<file path="src/rtl/sa_mul_seq.sv">
// sa_mul_seq: sequential unsigned shift-and-add multiplier.
// One shared WIDTH-bit adder built from 4-bit carry-lookahead slices is
// reused over up to WIDTH add/shift steps to form a 2*WIDTH-bit product.
// Optional feature macro: MUL_EARLY_TERM_EN -- finish as soon as the
// remaining multiplier bits are all zero.

// 4-bit carry-lookahead adder slice.
module cla4 (
    input  logic [3:0] a,
    input  logic [3:0] b,
    input  logic       cin,
    output logic [3:0] sum,
    output logic       cout
);
    logic [3:0] g;
    logic [3:0] p;
    logic [3:0] c;

    // Generate/propagate terms and flat lookahead carries (no ripple inside the slice).
    always_comb begin
        g    = a & b;
        p    = a ^ b;
        c[0] = cin;
        c[1] = g[0] | (p[0] & cin);
        c[2] = g[1] | (p[1] & g[0]) | (p[1] & p[0] & cin);
        c[3] = g[2] | (p[2] & g[1]) | (p[2] & p[1] & g[0]) | (p[2] & p[1] & p[0] & cin);
        cout = g[3] | (p[3] & g[2]) | (p[3] & p[2] & g[1]) | (p[3] & p[2] & p[1] & g[0])
             | (p[3] & p[2] & p[1] & p[0] & cin);
        sum  = p ^ c;
    end
endmodule

module sa_mul_seq #(
    parameter int WIDTH = 8
) (
    input  logic                 clk,
    input  logic                 reset_n,
    input  logic                 op_start,
    input  logic                 op_clear,
    input  logic [WIDTH-1:0]     multiplicand,
    input  logic [WIDTH-1:0]     multiplier,
    output logic [2*WIDTH-1:0]   result,
    output logic                 op_done,
    output logic                 busy
);
    localparam int CW = $clog2(WIDTH) + 1;
    localparam int NS = WIDTH / 4;

    typedef enum logic [1:0] {IDLE, EXEC, DONE} state_t;

    state_t           state;
    state_t           state_nxt;
    logic [WIDTH-1:0] m_reg;
    logic [WIDTH-1:0] acc;
    logic [WIDTH-1:0] q_reg;
    logic [CW-1:0]    cnt;
    logic [WIDTH-1:0] addend;
    logic [WIDTH-1:0] sum;
    logic [NS:0]      carry;
    logic             last_step;

`ifdef MUL_EARLY_TERM_EN
    logic [WIDTH-1:0] mq;
    logic             skip;
    logic [CW-1:0]    rem;

    // Remaining multiplier bits all zero: the rest of the run would only shift.
    assign skip      = (mq == '0);
    assign rem       = CW'(WIDTH) - cnt;
    // mq reaches zero after at most WIDTH steps, so this always terminates.
    assign last_step = skip;
`else
    assign last_step = (cnt == CW'(WIDTH - 1));
`endif

    // Shared adder: acc + (q_reg[0] ? m_reg : 0), carry-in 0, slices cascaded.
    assign addend   = q_reg[0] ? m_reg : '0;
    assign carry[0] = 1'b0;

    for (genvar s = 0; s < NS; s++) begin : g_cla
        cla4 u_cla (
            .a    (acc[4*s +: 4]),
            .b    (addend[4*s +: 4]),
            .cin  (carry[s]),
            .sum  (sum[4*s +: 4]),
            .cout (carry[s+1])
        );
    end

    // State register.
    always_ff @(posedge clk or negedge reset_n) begin
        if (!reset_n) state <= IDLE;
        else          state <= state_nxt;
    end

    // Next-state logic; clear wins over everything, start only counts in IDLE.
    always_comb begin
        state_nxt = state;
        case (state)
            IDLE:    if (op_start) state_nxt = EXEC;
            EXEC:    if (last_step) state_nxt = DONE;
            DONE:    state_nxt = IDLE;
            default: state_nxt = IDLE;
        endcase
        if (op_clear) state_nxt = IDLE;
    end

    // Datapath: operand capture, add/shift steps, abort.
    always_ff @(posedge clk or negedge reset_n) begin
        if (!reset_n) begin
            m_reg <= '0;
            acc   <= '0;
            q_reg <= '0;
            cnt   <= '0;
`ifdef MUL_EARLY_TERM_EN
            mq    <= '0;
`endif
        end else if (op_clear) begin
            acc   <= '0;
            q_reg <= '0;
            cnt   <= '0;
        end else begin
            case (state)
                IDLE: if (op_start) begin
                    m_reg <= multiplicand;
                    q_reg <= multiplier;
                    acc   <= '0;
                    cnt   <= '0;
`ifdef MUL_EARLY_TERM_EN
                    mq    <= multiplier;
`endif
                end
                EXEC: begin
`ifdef MUL_EARLY_TERM_EN
                    if (skip) begin
                        {acc, q_reg} <= {acc, q_reg} >> rem;
                    end else begin
                        {acc, q_reg} <= {carry[NS], sum, q_reg[WIDTH-1:1]};
                        mq           <= mq >> 1;
                        cnt          <= cnt + CW'(1);
                    end
`else
                    // Carry becomes the new acc MSB, so the product never overflows.
                    {acc, q_reg} <= {carry[NS], sum, q_reg[WIDTH-1:1]};
                    cnt          <= cnt + CW'(1);
`endif
                end
                default: ;
            endcase
        end
    end

    assign result  = {acc, q_reg};
    assign op_done = (state == DONE);
    assign busy    = (state != IDLE);
endmodule
</file>
<file path="config.mk">
export PLATFORM = sky130hd
export DESIGN_NAME = sa_mul_seq
export DESIGN_NICKNAME = d
export VERILOG_FILES = /design/src/rtl/sa_mul_seq.sv
export SDC_FILE = /design/constraint.sdc
export NUM_CORES = 1
export LEC_CHECK = 0
export CAP_MARGIN = 20
export CORE_UTILIZATION = 40
export DETAILED_ROUTE_END_ITERATION = 8
export PLACE_DENSITY = 0.66
export RECOVER_POWER = 100
export SLEW_MARGIN = 20
export SYNTH_ARGS = -nofsm -noshare
export SYNTH_HDL_FRONTEND = slang
export SYNTH_HIERARCHICAL = 1
export SYNTH_SLANG_ARGS = --single-unit
</file>
<file path="constraint.sdc">
create_clock -name clk -period 3 [get_ports clk]
set_clock_uncertainty 0.05 [all_clocks]
set_input_delay 0.6 -clock clk [delete_from_list [all_inputs] [get_ports clk]]
set_output_delay 0.6 -clock clk [all_outputs]
set_load 0.005 [all_outputs]
</file>
==> flow_summary.json <==
{
  "worstReg2RegStart": "q_reg[0]",
  "cts_made_buffers": 5,
  "grt_overflow_total": 0,
  "design_area_mm2": 0.00211,
  "drt_wl_total_um": 3270,
  "start_util": 0.431,
  "holdBufCountCts": 0,
  "synth.avg_cell_area_um2": 12.0,
  "pwr-share-seq": 0.500,
  "slowest_delay_ns": 0.48,
  "vias": 1212,
  "ir_worst_vdd_mv": 0.272,
  "core_area_mm2": 0.00380,
  "grt.busiest_layer": "met2",
  "antenna_found_initial": 0,
  "die_x_um": 66.0,
  "timing.final.crit_period_ns": 2.52,
  "use_met1": 0.204,
  "fin_ws_ns": 0.483,
  "violations": "capacitance limit, slew limit",
  "dieArea_mm2": 0.00435,
  "fin_tns_setup_ns": 0,
  "gp_congestion": 0.754,
  "pre_cts_slack_ns": 0.468,
  "p_per_area_mw_per_mm2": 448,
  "worstHoldPathCells": 1,
  "fp.dieH_um": 66.0,
  "clockPowerShare": 0.314,
  "min-delay-start": "m_reg[4]",
  "rsz0062_at_grt": "no",
  "post_cts_buffers": 0,
  "cts_tree": "yes",
  "worst_pin_slew_ns": 1.58,
  "row_count": 22,
  "ys_seq_area_frac": 0.459,
  "finalNetCount": 208,
  "grt_max_degree": 31,
  "ys_warn_count": 6,
  "use_met2": 0.304,
  "p_switching_uw": 242,
  "ant_nets": 0,
  "cp_slowest_cell": "dfrtp_1",
  "r2r_cells": 9,
  "first_pass_iters": 4,
  "grt_pass1_wl_um": 5730,
  "drive_gt1_frac": 0.102,
  "grt_usage": 0.179,
  "place_hpwl_um": 2380,
  "placed_area_mm2": 0.00205,
  "crit_arrival_ns": 2.64,
  "crit_fanout": 10,
  "hold_class": "reg -> reg",
  "maxCapViolations": 1,
  "fmax_ghz": 0.397,
  "drc": 0,
  "fin_crit_sh": 0.839,
  "cts-resized-gates": 0,
  "clock_path_buffers": 2,
  "r2r_end": "acc[7]",
  "final_core_util": 0.556,
  "viasPerCell": 5.39,
  "synth_seq_cells": 30,
  "wl_per_cell_um": 14.5,
  "clockRootBuffer": "clkbuf_8",
  "area_delta_synth_final_pct": 29.0,
  "port-buffer-count": 37,
  "path_class": "reg -> reg",
  "whs_endpoint": "m_reg[4]",
  "required_ns": 3.12,
  "syn_inst": 136,
  "pin_count": 38,
  "setup_viol": 0,
  "clk_pin_slew_worst_paths_ns": 0.06,
  "use_met3": 0.0500,
  "final-max-slew-violation-count": 31,
  "end_kind": "flip-flop",
  "relSlewSlack": -0.0532,
  "crit_chain": "and2_1, ha_1, a21o_1, a31o_1, a21o_1, a21o_1, a31o_1, a21o_1, a22o_1",
  "drtIter0Drc": 23,
  "leakagePower_nw": 1.05,
  "grt_pass1_vias": 1274,
  "clkSinkCount": 30,
  "startpoint_type": "flip-flop",
  "ys_types": 35,
  "rrSetupSlack_ns": 0.48,
  "cts-htree-levels": 2,
  "hold_viol_final": 0,
  "status": "finished with violations",
  "crit_buf_inv": 0,
  "cp_common_cell": "a21o_1",
  "combPwrFrac": 0.186,
  "critPathTopFamily": "compound AO/OA/AOI/OAI gates",
  "p_sw_frac": 0.255,
  "p_int_uw": 705,
  "insertion_delay_ns": 0.28,
  "netlist_area_mm2": 0.00164,
  "n_antenna_cell": 0
}
through the flow:
step	hold slack [ns]	instances	power, mW
after floorplan	0.254	137	0.579
after global placement	0.434	218	0.661
after detailed placement	0.444	218	0.667
after CTS	0.456	225	0.971
after global routing	0.466	225	1.00
final	0.453	225	0.946
power groups by stage:
stage | Combinational (mW) | Clock, mW | Sequential [mW]
finish | 0.176 | 0.298 | 0.473
global route | 0.197 | 0.323 | 0.480
CTS | 0.186 | 0.310 | 0.475
detailed placement | 0.185 | 0 | 0.482
global placement | 0.181 | 0 | 0.480
floorplan | 0.108 | 0 | 0.471
cell usage after synthesis, drive strengths merged:
library cell | count | area, µm²
or3b | 1 | 8.76
nor4b | 1 | 23.8
mux2 | 9 | 101
nor2 | 2 | 7.51
a21o | 6 | 45.0
nor2b | 2 | 12.5
a31o | 2 | 17.5
o21ba | 1 | 10.0
a31oi | 1 | 6.26
o21ai | 3 | 15.0
a21oi | 2 | 10.0
a22o | 9 | 78.8
xnor2 | 4 | 35.0
nor3 | 2 | 10.0
nor3b | 1 | 7.51
xor2 | 2 | 17.5
and2 | 8 | 50.1
mux2i | 8 | 80.1
buf | 6 | 38.8
nand2 | 1 | 3.75
or2 | 1 | 6.26
inv | 8 | 30.0
nand3 | 1 | 5.00
a211o | 1 | 8.76
and4 | 1 | 8.76
dfrtp | 30 | 751
nand2b | 1 | 6.26
o2bb2ai | 8 | 70.1
ha | 9 | 113
nand3b | 2 | 15.0
conb | 1 | 3.75
fa | 2 | 40.0
cell families after synthesis:
kind of cell / Yosys count / share of synthesized area
DFF: 30 / 0.459
xor gates and xnor gates: 6 / 0.0321
muxes: 17 / 0.111
and+or+nand+nor: 24 / 0.101
buffers and inverters: 14 / 0.0421
AOI/OAI and AO/OA: 33 / 0.160
other: 1 / 0.00229
adders and majority gates: 11 / 0.0933
cells in the final DEF (no fill, tap or decap), drive strengths merged:
cell,n
ha,9
and2,8
nand2b,1
nor2,2
buf,1
xnor2,4
inv,8
xor2,2
a31o,2
a22o,9
o21ai,3
clkbuf,8
dlygate4sd3,20
nor3,2
nor3b,1
a21o,6
and4,1
nand3,1
or3b,1
nor2b,2
mux2i,8
dfrtp,30
a211o,1
fa,2
nor4b,1
mux2,9
a21oi,2
or2,1
conb,2
clkdlybuf4s50,17
nand3b,2
nand2,1
o2bb2ai,8
o21ba,1
a31oi,1
final cells by class:
type,instances,area [µm²]
Fill cell,332,1690
Multi-Input combinational cell,93,812
Sequential cell,30,751
Timing Repair Buffer,39,382
Clock buffer,7,76.3
Tap cell,48,60.1
Inverter,8,30.0
worst max path at each step:
| stage | start | end | slack (ns) | cells past startpoint |
|---|---|---|---|---|
| 3_3_place_gp | q_reg[0] | acc[7] | 0.57 | 9 |
| 6_report | q_reg[0] | acc[7] | 0.48 | 9 |
| 2_1_floorplan | q_reg[0] | acc[7] | 0.64 | 9 |
| 3_5_place_dp | q_reg[0] | acc[7] | 0.47 | 9 |
| 5_1_grt | q_reg[0] | acc[7] | 0.35 | 9 |
| 4_1_cts | q_reg[0] | acc[7] | 0.47 | 9 |
layer usage:
layer	vias to the layer above	part of all wire
met3	7	0.038
met2	26	0.52
met1	608	0.41
met4	0	0.025
li1	571	-
met5	-	0
worst reg2reg max path: stages, from the launching register on:
cell	delay, ns
dfrtp_1	0.48
and2_1	0.19
ha_1	0.31
a21o_1	0.19
a31o_1	0.20
a21o_1	0.19
a21o_1	0.19
a31o_1	0.24
a21o_1	0.18
a22o_1	0.19
Note: power is estimated with default switching activity, not from simulation.
